`config.mk`:
```
export PLATFORM = sky130hd
export DESIGN_NAME = xiaobo_out_unpack
export DESIGN_NICKNAME = d
export VERILOG_FILES = /design/src/rtl/xiaobo_out_unpack.sv
export SDC_FILE = /design/constraint.sdc
export NUM_CORES = 1
export LEC_CHECK = 0
export CELL_PAD_IN_SITES_DETAIL_PLACEMENT = 1
export CELL_PAD_IN_SITES_GLOBAL_PLACEMENT = 2
export CORE_MARGIN = 1
export CORE_UTILIZATION = 48
export CTS_BUF_LIST = sky130_fd_sc_hd__clkbuf_2
export DETAILED_ROUTE_END_ITERATION = 7
export PLACE_DENSITY_LB_ADDON = 0.1
export SYNTH_ARGS = -nofsm -noshare
export SYNTH_HDL_FRONTEND = slang
export SYNTH_SLANG_ARGS = --single-unit
```
`constraint.sdc`:
```
create_clock -name clk_50 -period 3.15 [get_ports clk_50]
set_input_delay 0.315 -clock clk_50 [delete_from_list [all_inputs] [get_ports clk_50]]
set_output_delay 0.315 -clock clk_50 [all_outputs]
set_load 0.01 [all_outputs]
```
`src/rtl/xiaobo_out_unpack.sv`:
```
// rtl/xiaobo_out_unpack.sv - FIFO-buffered unpacker of 64-bit filter results into 16-bit halfwords
//
// Buffers result words from the wavelet filter in a small FIFO. Each word is
// replayed to the host as four 16-bit halfwords, most significant first.
//
// Ports:
//   clk_50        system clock
//   reset_in      asynchronous active-low reset
//   in_data       64-bit result word from the filter
//   in_data_ready filter presents a word on in_data
//   in_take       registered accept; a push happens when in_take & in_data_ready
//   o_data        current halfword to the host
//   o_valid       o_data is valid
//   o_ready       host accepts o_data
//   o_last        o_data is the final halfword (bits [15:0]) of its word
//   fifo_level    occupied FIFO entries (the word in the holding register is not counted)
`timescale 1ns/1ps
module xiaobo_out_unpack #(
  parameter int DEPTH = 4,
  parameter int LW    = $clog2(DEPTH) + 1
) (
  input  logic          clk_50,
  input  logic          reset_in,
  input  logic [63:0]   in_data,
  input  logic          in_data_ready,
  output logic          in_take,
  output logic [15:0]   o_data,
  output logic          o_valid,
  input  logic          o_ready,
  output logic          o_last,
  output logic [LW-1:0] fifo_level
);

  localparam int PW = $clog2(DEPTH);

  logic [63:0]   mem [DEPTH];
  logic [PW-1:0] wptr;
  logic [PW-1:0] rptr;
  logic [LW-1:0] level;
  logic [LW-1:0] next_level;
  logic [63:0]   hold;
  logic [1:0]    lane;
  logic          valid_q;
  logic          take_q;
  logic          push;
  logic          pop;
  logic          accept;

  assign accept = valid_q & o_ready;

  // The full guard is redundant with take_q but keeps a push out of a full
  // FIFO even if a pop happens on the same edge.
  assign push = take_q & in_data_ready & (level != LW'(DEPTH));

  // Load a new word when nothing is shown, or when the last halfword of the
  // shown word is being accepted (back-to-back, no bubble).
  assign pop = (level != '0) & (~valid_q | (accept & (lane == 2'd3)));

  always_comb begin
    next_level = level + LW'(push) - LW'(pop);
  end

  always_ff @(posedge clk_50 or negedge reset_in) begin
    if (!reset_in) begin
      wptr    <= '0;
      rptr    <= '0;
      level   <= '0;
      hold    <= '0;
      lane    <= '0;
      valid_q <= 1'b0;
      take_q  <= 1'b0;
    end else begin
      // in_take is registered from the next occupancy, so it drops on the
      // very edge the FIFO becomes full and has no input-to-output path.
      take_q <= (next_level != LW'(DEPTH));
      level  <= next_level;
      if (push) begin
        wptr <= wptr + PW'(1);
      end
      if (pop) begin
        hold    <= mem[rptr];
        rptr    <= rptr + PW'(1);
        lane    <= 2'd0;
        valid_q <= 1'b1;
      end else if (accept) begin
        if (lane == 2'd3) begin
          valid_q <= 1'b0;
          lane    <= 2'd0;
        end else begin
          lane <= lane + 2'd1;
        end
      end
    end
  end

  // Storage array carries no reset; occupancy is tracked by level alone.
  always_ff @(posedge clk_50) begin
    if (push) begin
      mem[wptr] <= in_data;
    end
  end

  always_comb begin
    o_data = 16'h0000;
    case (lane)
      2'd0: o_data = hold[63:48];
      2'd1: o_data = hold[47:32];
      2'd2: o_data = hold[31:16];
      2'd3: o_data = hold[15:0];
      default: o_data = 16'h0000;
    endcase
  end

  assign o_valid    = valid_q;
  assign o_last     = valid_q & (lane == 2'd3);
  assign in_take    = take_q;
  assign fifo_level = level;

endmodule

```
# Word-level counts from Yosys, hierarchy flattened
# Memory sizes are Yosys's and may differ from the RTL's. A register that Yosys moved wholly into a read port is not among the register bits.
# Cells that the tools add are included.
[op_classes]
n_eq_ne = 5
add_sub_neg = 5
reduce_logical = 6
bitwise_logic = 8
muxes = 9
[ops]
columns = ["op", "count"]
rows = [
  ["$pmux 16 s4", 1],
  ["$add 2x1->2 const B", 3],
  ["$and 1x1->1", 6],
  ["$mux 2", 3],
  ["$ne 3x3->1 const B", 2],
  ["$mux 1", 5],
  ["$eq 2x2->1 const B", 2],
  ["$reduce_bool 2->1", 2],
  ["$add 3x1->3", 1],
  ["$reduce_bool 3->1", 1],
  ["$sub 3x1->3", 1],
  ["$eq 2x1->1 const B", 1],
  ["$logic_not 2->1", 1],
  ["$reduce_and 2->1", 1],
  ["$logic_not 1->1", 1],
  ["$not 1->1", 1],
  ["$or 1x1->1", 1],
]
[word_totals]
ramBits = 256
reg_bits = 11
word_cells = 40
mem_count = 1
inputBits = 68
out_inout_bits = 22
[mem_list]
columns = ["memory", "words", "word_bits", "read_ports", "rd_ports_with_merged_regs", "write_ports", "line_no", "source"]
rows = [
  ["mem", 4, 64, 1, 1, 1, "36", "logic [63:0] mem [DEPTH];"],
]

# Logic depth before layout (Yosys ltp)
# Gate-level depths: netlist of the first run.
[depth]
depth_word = 6
ltp_mapped = 12
mapped_depth_nobuf = 10

# Worst setup path before layout of the first run
# Ideal clock, no wire load.
[synth_path]
path_kind = "reg-to-reg"
from = "register level[1] (netlist: fifo_level[1])"
to = "memory mem[2][0], enable pin"
period_less_slack_ps = 2976
path_slack_ps = 174
n_path_buf = 0
setup_ps = 429
required_ps = 2721
arrival_ps = 2547
stages_incl_launch_ff = 4
path_cell_list = "dfrtp_1 > nor2_1 > a21oi_1 > and2_1"
[synth_between]
elab_chain_cells = 4
[synth_rtl]
columns = ["item", "line_no", "source"]
rows = [
  ["from (decl)", "39", "logic [LW-1:0] level;"],
  ["from (signal assigned)", "76", "level <= next_level;"],
  ["$ne 3x3->1", "53", "assign push = take_q & in_data_ready & (level != LW'(DEPTH));"],
  ["$and 1x1->1", "53", ""],
  ["$mux 1", "98", "if (push) begin"],
  ["$mux 1 (implied by the code)", "99", "mem[wptr] <= in_data;"],
  ["to (decl)", "36", ""],
]
# No other way between the ends.

# Final worst setup path of the first run
[layout_path]
from = "register lane[0]"
to = "output o_data[6]"
[layout_between]
elab_chain_cells = 2
word_cells_on_any_way = 5
classes_between = "eq/ne: 3; mux: 1; reduce/logical: 1"
[layout_rtl]
columns = ["item", "line_no", "source"]
rows = [
  ["from (decl)", "42", "logic [1:0] lane;"],
  ["from (signal assigned)", "90", "lane <= lane + 2'd1;"],
  ["$eq 2x2->1, or another cell as far along", "105", "case (lane)"],
  ["$pmux 16 s4 (*)", "105", ""],
  ["to (decl)", "27", "output logic [15:0] o_data,"],
]
# Every way passes the cells marked *; elsewhere a longest branch is shown, timed or not.

==> results of run 1 <==
path summary, 6_finish.rpt:
path	start	endpoint	slack (ps)	cells after the start
max	lane[0]$_DFFE_PN0P_	o_data[6]	150	5
min	in_data[39]	mem[1][39]$_DFFE_PP_	90	1
max reg2reg	lane[1]$_DFFE_PN0P_	in_take$_DFF_PN0_	710	10
min reg2reg	hold[56]$_DFFE_PN0P_	hold[56]$_DFFE_PN0P_	510	1
max in group asynchronous	reset_in	hold[53]$_DFFE_PN0P_	1070	4
min in group asynchronous	reset_in	hold[29]$_DFFE_PN0P_	540	3
area by class of cell:
| type | instances | share of cell area |
|---|---|---|
| clock buffer | 126 | 0.0420 |
| multi-input combinational | 200 | 0.192 |
| sequential | 331 | 0.638 |
| clock inverter | 25 | 0.0139 |
| antenna | 4 | 0.000667 |
| tap | 330 | 0.0275 |
| inverter | 22 | 0.00550 |
| timing repair buffer | 112 | 0.0804 |
through the flow:
step / setup slack [ps] / util / hold WS, ps
2_1_floorplan: 174 / - / 19.4
3_3_place_gp: 642 / 0.550 / 392
3_5_place_dp: 492 / 0.550 / 390
4_1_cts: 5.39 / 0.587 / 0.119
5_1_grt: -23.5 / 0.589 / 9.20
6_report: 149 / 0.589 / 89.7
per-layer routing:
layer,track usage,vias up,routed length [µm]
met5,0,-,0
met4,0.0737,0,433
met3,0.0439,29,1310
met2,0.365,181,14100
met1,0.299,3330,12100
li1,-,2741,-
power breakdown:
group	internal (mW)	switching, mW	leakage, nW	total (mW)
Sequential	5.91	0.764	3.23	6.67
Clock	1.39	1.68	0.619	3.08
Combinational	2.33	2.04	1.61	4.37
Total	9.63	4.49	5.45	14.1
sequential cells by signal (all words and copies together) (netlist names):
name / flops
mem: 256
hold: 64
fifo_level: 3
lane: 2
rptr: 2
wptr: 2
in_take: 1
o_valid: 1
synthesized netlist by cell type:
library cell  count
buf_4             1
and2_1            5
nor3_2            1
nor2_1            3
fa_1              1
nor2b_1           1
buf_1             2
clkbuf_1         12
ha_1              9
a21oi_2           1
nand3_1           1
buf_6             5
mux4_2           64
mux2i_1          17
a21bo_2           1
buf_2             8
nand2_1           5
dfrtp_1          75
nand3b_1          2
a21oi_1           2
mux2_2           65
edfxtp_1        256
xor2_1            2
inv_1            22
xnor2_1           4
a222oi_1         16
kinds of logic after synthesis:
logic type / synth area share
AO/OA/AOI/OAI: 0.0150
AND/OR/NAND/NOR: 0.00773
multiplexers: 0.186
flip-flops: 0.758
adder cells (fa/ha/maj): 0.0105
buffers and inverters: 0.0189
XOR/XNOR: 0.00416
repair_timing:
| action | CTS | global route |
|---|---|---|
| pin swaps | 1 | 3 |
| endpoints found under the setup margin | 16 | 13 |
| resized for setup | 15 | 10 |
| hold buffers | 5 | 0 |
| buffers inserted | 0 | 1 |
| endpoints found under the hold margin | 69 | 0 |
==> results.cfg, run 1 <==
[outcome]
status = complete, no violations

[final_layout]
final_area_um2 = 15000
instances_no_fill = 1150
finalNetCount = 828
drive_above_1_share = 0.369
final_common_cell = edfxtp_1
final_cell_mix = edfxtp_1 (256), clkbuf_2 (126), clkdlybuf4s50_1 (80)
fillers = 2211
multi_input_area_um2 = 2890
area_growth_pct = 18.9
seqCellArea_um2 = 9570

[run]
max_cap_violations = 0

[global_routing]
grt_pass1_wl_um = 42600
grt_overflow = 0
grt_max_degree = 69
antenna_found_initial = 1
track_usage = 0.222
grt_pass1_vias = 6983

[yosys]
ys_types = 26
yosys.area.top_type = edfxtp_1
synthCells = 581
postSynthAreaPerCell_um2 = 21.7
yosys_warnings = 0
netlist.area_leader.share = 0.609
syn_area_um2 = 12600
synth_area_leaders = edfxtp_1 (61%), dfrtp_1 (15%), mux4_2 (11%), mux2_2 (5.8%), mux2i_1 (1.3%)
ys_ff_latch = 331
syn_nets = 659
synth-seq-area-share = 0.758

[drt]
drt_first_pass_iters = 6
wire_per_inst_um = 24.3
vias = 6281
drc = 0
vias_per_cell = 5.46
drtAntennaViolNets = 0
wl_um = 27900
drtIter0Drc = 505

[setup_path]
max_stage_delay_ps = 500
cpMaxStageDelayCell = clkdlybuf4s50_1
start_kind = flip-flop
critPathMaxFanout = 16
critical_path_buf_inv_count = 2
cp-end-kind = primary output
path_cells = buf_4 > ha_4 > a222oi_1 > mux2i_1 > clkdlybuf4s50_1
path_class = reg -> out
critPathTopFamily = buffers and inverters
crit_arrival_ps = 2690
worstPathRequired_ps = 2830

[cts]
path_clk_slew_ps = 110
clk_latency_ps = 860
cts_tree = yes
h-tree-depth = 3
clock-root-buffer = clkbuf_2
cts-buffers-inserted = 83
clk_path_buf_depth = 3
cts_sinks = 331

[die]
start_util = 0.495
core_um2 = 25500
io_pins = 90
die_h_um = 164
rows = 58
die_x_um = 164
dieArea_um2 = 26900

[placed_design]
place_area_um2 = 14000
hpwl_um = 17100
dp.cells = 989
gp_congestion = 0.757
numPortBuffers = 89

[timing]
fmax_ghz = 0.333
fin_crit_sh = 0.953
setup_viol = 0
fin_skew_ps = 87.1
hold_viol = 0
layout_min_cycle_time_ps = 3000
relSlewSlack = 0.508
setup_tns_ps = 0
worst_pin_slew_ps = 736
finalMaxSlewViolations = 0

[min_path]
min_path_type = in -> reg

[power]
fin_total_pwr_mw = 14.1
vdd_ir_drop_max_uv = 754
leakage_nw = 5.45
cellPowerDensity_nw_per_um2 = 941
No activity file was read; power rests on OpenSTA's default activity.
==> inputs of run 2 (changes only) <==
--- a/config.mk
+++ b/config.mk
@@ -10,8 +10,10 @@
 export CORE_MARGIN = 1
 export CORE_UTILIZATION = 48
 export CTS_BUF_LIST = sky130_fd_sc_hd__clkbuf_2
+export CTS_CLUSTER_SIZE = 14
 export DETAILED_ROUTE_END_ITERATION = 7
 export PLACE_DENSITY_LB_ADDON = 0.1
+export SETUP_SLACK_MARGIN = 0.2
 export SYNTH_ARGS = -nofsm -noshare
 export SYNTH_HDL_FRONTEND = slang
 export SYNTH_SLANG_ARGS = --single-unit
==> run 2 against run 1 <==
  * Setup slack better by 100 ps
  * Non-clock buffer count is 33 higher
  * Clock-buffer cell count is 2 higher
  * Cell count is 2.8% higher
  * Via count is 1.1% higher
  * Cell area is 0.99% higher
  * Global-route usage is 0.61 points lower
  * Core utilization is 0.58 points higher
  * Largest cell class unchanged
  * Combinational power is 4% higher
  * Clock power is 7.1% lower
==> results.cfg, run 2 (synthesis gave the netlist of run 1 again) <==
[outcome]
status = complete, no violations

[timing]
hold_viol = 0
fin_skew_ps = 78.9
worst_pin_slew_ps = 1040
setup_tns_ps = 0
rsz0062_at_grt = yes
relSlewSlack = 0.309
layout_min_cycle_time_ps = 2900
finalMaxSlewViolations = 0
fmax_ghz = 0.345
fin_crit_sh = 0.921
setup_viol = 0

[die]
die_x_um = 164
dieArea_um2 = 26900
die_h_um = 164
io_pins = 90
start_util = 0.495
rows = 58
core_um2 = 25500

[final_layout]
seqCellArea_um2 = 9570
area_growth_pct = 20.1
fillers = 2274
final_cell_mix = edfxtp_1 (256), clkbuf_2 (137), clkdlybuf4s50_1 (72)
drive_above_1_share = 0.388
largest_register_ffs = 256
final_common_cell = edfxtp_1
multi_input_area_um2 = 2900
top_register = mem
finalNetCount = 860
final_area_um2 = 15200
final_util = 0.595

[drt]
drt_first_pass_iters = 6
drtIter0Drc = 396
vias = 6347
vias_per_cell = 5.37
wire_per_inst_um = 23.3
drc = 0
drtAntennaViolNets = 0
wl_um = 27500

[setup_path]
path_class = reg -> out
crit_arrival_ps = 2590
worstPathRequired_ps = 2830
cpMaxStageDelayCell = a222oi_1
cp-end-kind = primary output
max_stage_delay_ps = 580
crit_path_start = lane[0]$_DFFE_PN0P_
r2r-start = lane[1]$_DFFE_PN0P_
critPathMaxFanout = 7
ff2ff_setup_slack_ps = 760
cp-endpoint = o_data[8]
reg2reg_depth = 6
r2r_end = hold[49]$_DFFE_PN0P_
path_cells = inv_2 > ha_4 > buf_6 > a222oi_1 > mux2i_1 > buf_2
start_kind = flip-flop

[placed_design]
numPortBuffers = 89
hpwl_um = 16000
place_area_um2 = 14000
gp_congestion = 0.720

[run]
max_cap_violations = 0

[cts]
cts_tree = yes
path_clk_slew_ps = 100
cts_sinks = 331
clock-root-buffer = clkbuf_2
clk_latency_ps = 870
clk_path_buf_depth = 3
cts-buffers-inserted = 82
h-tree-depth = 3

[min_path]
min_path_type = in -> reg

[global_routing]
grt_max_degree = 76
grt_pass1_vias = 7043
grt_overflow = 0
track_usage = 0.216
grt_pass1_wl_um = 41800
antenna_found_initial = 1

[power]
fin_total_pwr_mw = 13.9
leakage_nw = 5.48
cellPowerDensity_nw_per_um2 = 920
vdd_ir_drop_max_uv = 662
[run 2: changes by cell type in the layout (fill, tap and decap cells not counted), moves of 6 or more]
cell             delta
dlygate4sd3_1      +23
clkbuf_2           +11
buf_2               +6
dlymetal6s2s_1      -7
clkdlybuf4s50_1     -8
buf_4               +9
[run 2: per-layer routing]
metal | global-route usage | wire (µm) | part of all wire | up-vias
met5 | 0 | 0 | 0 | -
met4 | 0.0774 | 624 | 0.023 | 0
met3 | 0.0490 | 1180 | 0.043 | 52
met2 | 0.358 | 14100 | 0.51 | 174
met1 | 0.280 | 11600 | 0.42 | 3312
li1 | - | - | - | 2809
[run 2: layout make-up]
class	instances	share of cell area
inverter	22	0.00545
clock buffer	128	0.0423
sequential	331	0.632
clock inverter	25	0.00916
antenna	1	0.000165
tap	330	0.0272
timing repair buffer	145	0.0928
multi-input combinational	200	0.191
[run 2: what timing repair did]
item,4_1_cts,5_1_grt
gates resized for setup,51,30
hold buffers,24,4
setup buffers,8,6
pin swaps,13,15
endpoints found under the setup margin,16,14
hold endpoints to repair,151,8
[run 2: worst max-delay path: cells and delay by family (launching register included)]
family	cells	cell delay (ps)
flip-flops	1	460
AO/OA/AOI/OAI	1	580
adder cells (fa/ha/maj)	1	210
buffers and inverters	3	400
multiplexers	1	150
[run 2: worst min path at each step]
stage / to / start / cells past startpoint / slack (ps)
floorplan: fifo_level[0]$_DFF_PN0_ / reset_in / 0 / 20
global placement: hold[57]$_DFFE_PN0P_ / hold[57]$_DFFE_PN0P_ / 1 / 490
detailed placement: hold[58]$_DFFE_PN0P_ / hold[58]$_DFFE_PN0P_ / 1 / 500
CTS: mem[2][43]$_DFFE_PP_ / in_data[43] / 1 / 2
global route: mem[2][25]$_DFFE_PP_ / in_data[25] / 1 / 30
finish: mem[2][16]$_DFFE_PP_ / in_data[16] / 1 / 110
[run 2: stage by stage]
stage / setup WS (ps) / instances / hold slack (ps)
final: 249 / 1182 / 110
after global routing: 142 / 1182 / 27.6
after global placement: 514 / 986 / 490
after detailed placement: 480 / 986 / 496
after floorplan: 675 / 581 / 19.4
after CTS: 82.2 / 1171 / 1.62
[run 2: power breakdown]
part / internal (mW) / switching [mW]
Clock: 1.17 / 1.69
Combinational: 2.29 / 2.26
Sequential: 5.91 / 0.624
Total: 9.37 / 4.57
==> inputs of run 3 (changes only) <==
--- a/config.mk
+++ b/config.mk
@@ -17,3 +17,4 @@
 export SYNTH_ARGS = -nofsm -noshare
 export SYNTH_HDL_FRONTEND = slang
 export SYNTH_SLANG_ARGS = --single-unit
+export TNS_END_PERCENT = 30
==> run 3 against run 2 <==
  * Global-route usage is 0.60 points lower
  * Fmax decreased by 2.8%
  * Cell count is 3.6% lower
  * Non-clock buffer count decreased by 40
  * Cell area shrank 1.8%
  * Clock-buffer cell count increased by 2
  * Clock skew decreased by 39 ps
  * Core utilization down 1.1 points
  * Worst hold slack better by 7.6 ps
  * Sequential cell count is the same
  * Critical path type unchanged
  * Via count fell by 2.6%
  * Sequential share of layout area rose by 1.2 points
==> results.cfg, run 3 (synthesis gave the netlist of run 1 again) <==
[min_path]
hold_depth = 1
min_path_type = in -> reg
min_to = mem[2][50]$_DFFE_PP_
min_from = in_data[50]

[power]
leakage_nw = 5.42
vdd_ir_drop_max_uv = 918
cellPowerDensity_nw_per_um2 = 936

[setup_path]
critPathMaxFanout = 16
cpMaxStageDelayCell = clkdlybuf4s50_1
cp-end-kind = primary output
path_class = reg -> out
worstPathRequired_ps = 2830
r2r_end = in_take$_DFF_PN0_
ff2ff_setup_slack_ps = 580
critPathTopFamily = buffers and inverters
reg2reg_depth = 11
max_stage_delay_ps = 500
start_kind = flip-flop
critical_path_buf_inv_count = 2
r2r-start = lane[0]$_DFFE_PN0P_
crit_arrival_ps = 2670
path_cells = inv_1 > ha_4 > a222oi_1 > mux2i_1 > clkdlybuf4s50_1
crit_path_start = lane[1]$_DFFE_PN0P_

[final_layout]
finalNetCount = 820
top_register = mem
drive_above_1_share = 0.379
largest_register_ffs = 256
fillers = 2242
final_common_cell = edfxtp_1
final_cell_mix = edfxtp_1 (256), clkbuf_2 (134), clkdlybuf4s50_1 (75)
area_growth_pct = 17.9

[drt]
vias = 6183
drc = 0
drt_first_pass_iters = 6
wl_um = 26900
drtIter0Drc = 388
drtAntennaViolNets = 0
vias_per_cell = 5.43
wire_per_inst_um = 23.6

[placed_design]
hpwl_um = 16000
dp_slack_ps = 302
numPortBuffers = 89
gp_congestion = 0.706

[die]
rows = 58
die_h_um = 164
dieArea_um2 = 26900
die_x_um = 164
start_util = 0.495
core_um2 = 25500
io_pins = 90

[timing]
hold_viol = 0
whs_ps = 118
fmax_ghz = 0.335
fin_ws_ps = 166
fin_crit_sh = 0.947
fin_skew_ps = 40.2
rsz0062_at_grt = yes
worst_pin_slew_ps = 1010
relSlewSlack = 0.326
finalMaxSlewViolations = 0
layout_min_cycle_time_ps = 2980
setup_viol = 0

[outcome]
status = complete, no violations

[cts]
clk_path_buf_depth = 3
cts_sinks = 331
clk_latency_ps = 830
h-tree-depth = 3
cts_tree = yes
path_clk_slew_ps = 110
clock-root-buffer = clkbuf_2
cts-buffers-inserted = 82

[run]
max_cap_violations = 0

[global_routing]
grt_pass1_wl_um = 40600
track_usage = 0.210
grt_pass1_vias = 6754
grt_overflow = 0
grt_max_degree = 76
antenna_found_initial = 1
## run 3: power breakdown
group | switching [mW] | internal [mW]
clock | 1.66 | 1.25
combinational | 2.11 | 2.29
sequential | 0.709 | 5.91
total | 4.48 | 9.45
## run 3: worst register-to-register path: stages (launching register included)
cell	delay, ps
dfrtp_2	430
buf_4	140
ha_4	250
nand2_1	130
a21oi_4	210
xor2_1	160
ha_1	160
inv_1	50
fa_1	410
xnor2_1	210
xnor2_1	180
nand3b_1	110
## run 3: timing repair
item                                    CTS  global route
endpoints found under the setup margin   17            16
pin swaps                                 2             9
buffers inserted                          2             0
gates resized for setup                  19            17
hold endpoints to repair                 75             0
hold buffers                              1             0
## run 3: layout make-up
| cell class | count | area [µm²] | area share |
|---|---|---|---|
| Antenna cell | 1 | 2.50 | 0.000168 |
| Tap cell | 330 | 413 | 0.0278 |
| Timing Repair Buffer | 105 | 1140 | 0.0764 |
| Multi-Input combinational cell | 200 | 2890 | 0.194 |
| Inverter | 22 | 82.6 | 0.00555 |
| Clock buffer | 130 | 651 | 0.0437 |
| Clock inverter | 20 | 135 | 0.00908 |
| Sequential cell | 331 | 9570 | 0.643 |
## run 3: how the worst max path moves through the flow
stage                     depth (start not counted)                  end
after floorplan                                   3  mem[0][0]$_DFFE_PP_
after global placement                           10    in_take$_DFF_PN0_
after detailed placement                         10    in_take$_DFF_PN0_
after CTS                                         5            o_data[4]
after global routing                              5            o_data[8]
final                                             5            o_data[8]
## run 3: layer usage
| layer | global-route usage | routed length (µm) | vias up |
|---|---|---|---|
| met2 | 0.345 | 13700 | 172 |
| met5 | 0 | 0 | - |
| met4 | 0.0758 | 481 | 0 |
| met1 | 0.277 | 11500 | 3241 |
| met3 | 0.0444 | 1180 | 38 |
| li1 | - | - | 2732 |
## run 3: through the flow
stage | TNS [ps] | total power, mW | std cells | utilization | cell area, µm²
floorplan | 0 | 9.21 | 581 | - | 12600
global placement | 0 | 11.0 | 985 | 0.550 | 14000
detailed placement | 0 | 11.2 | 985 | 0.550 | 14000
CTS | 0 | 14.2 | 1138 | 0.584 | 14900
global route | -3.47 | 14.7 | 1139 | 0.584 | 14900
finish | 0 | 13.9 | 1139 | 0.584 | 14900
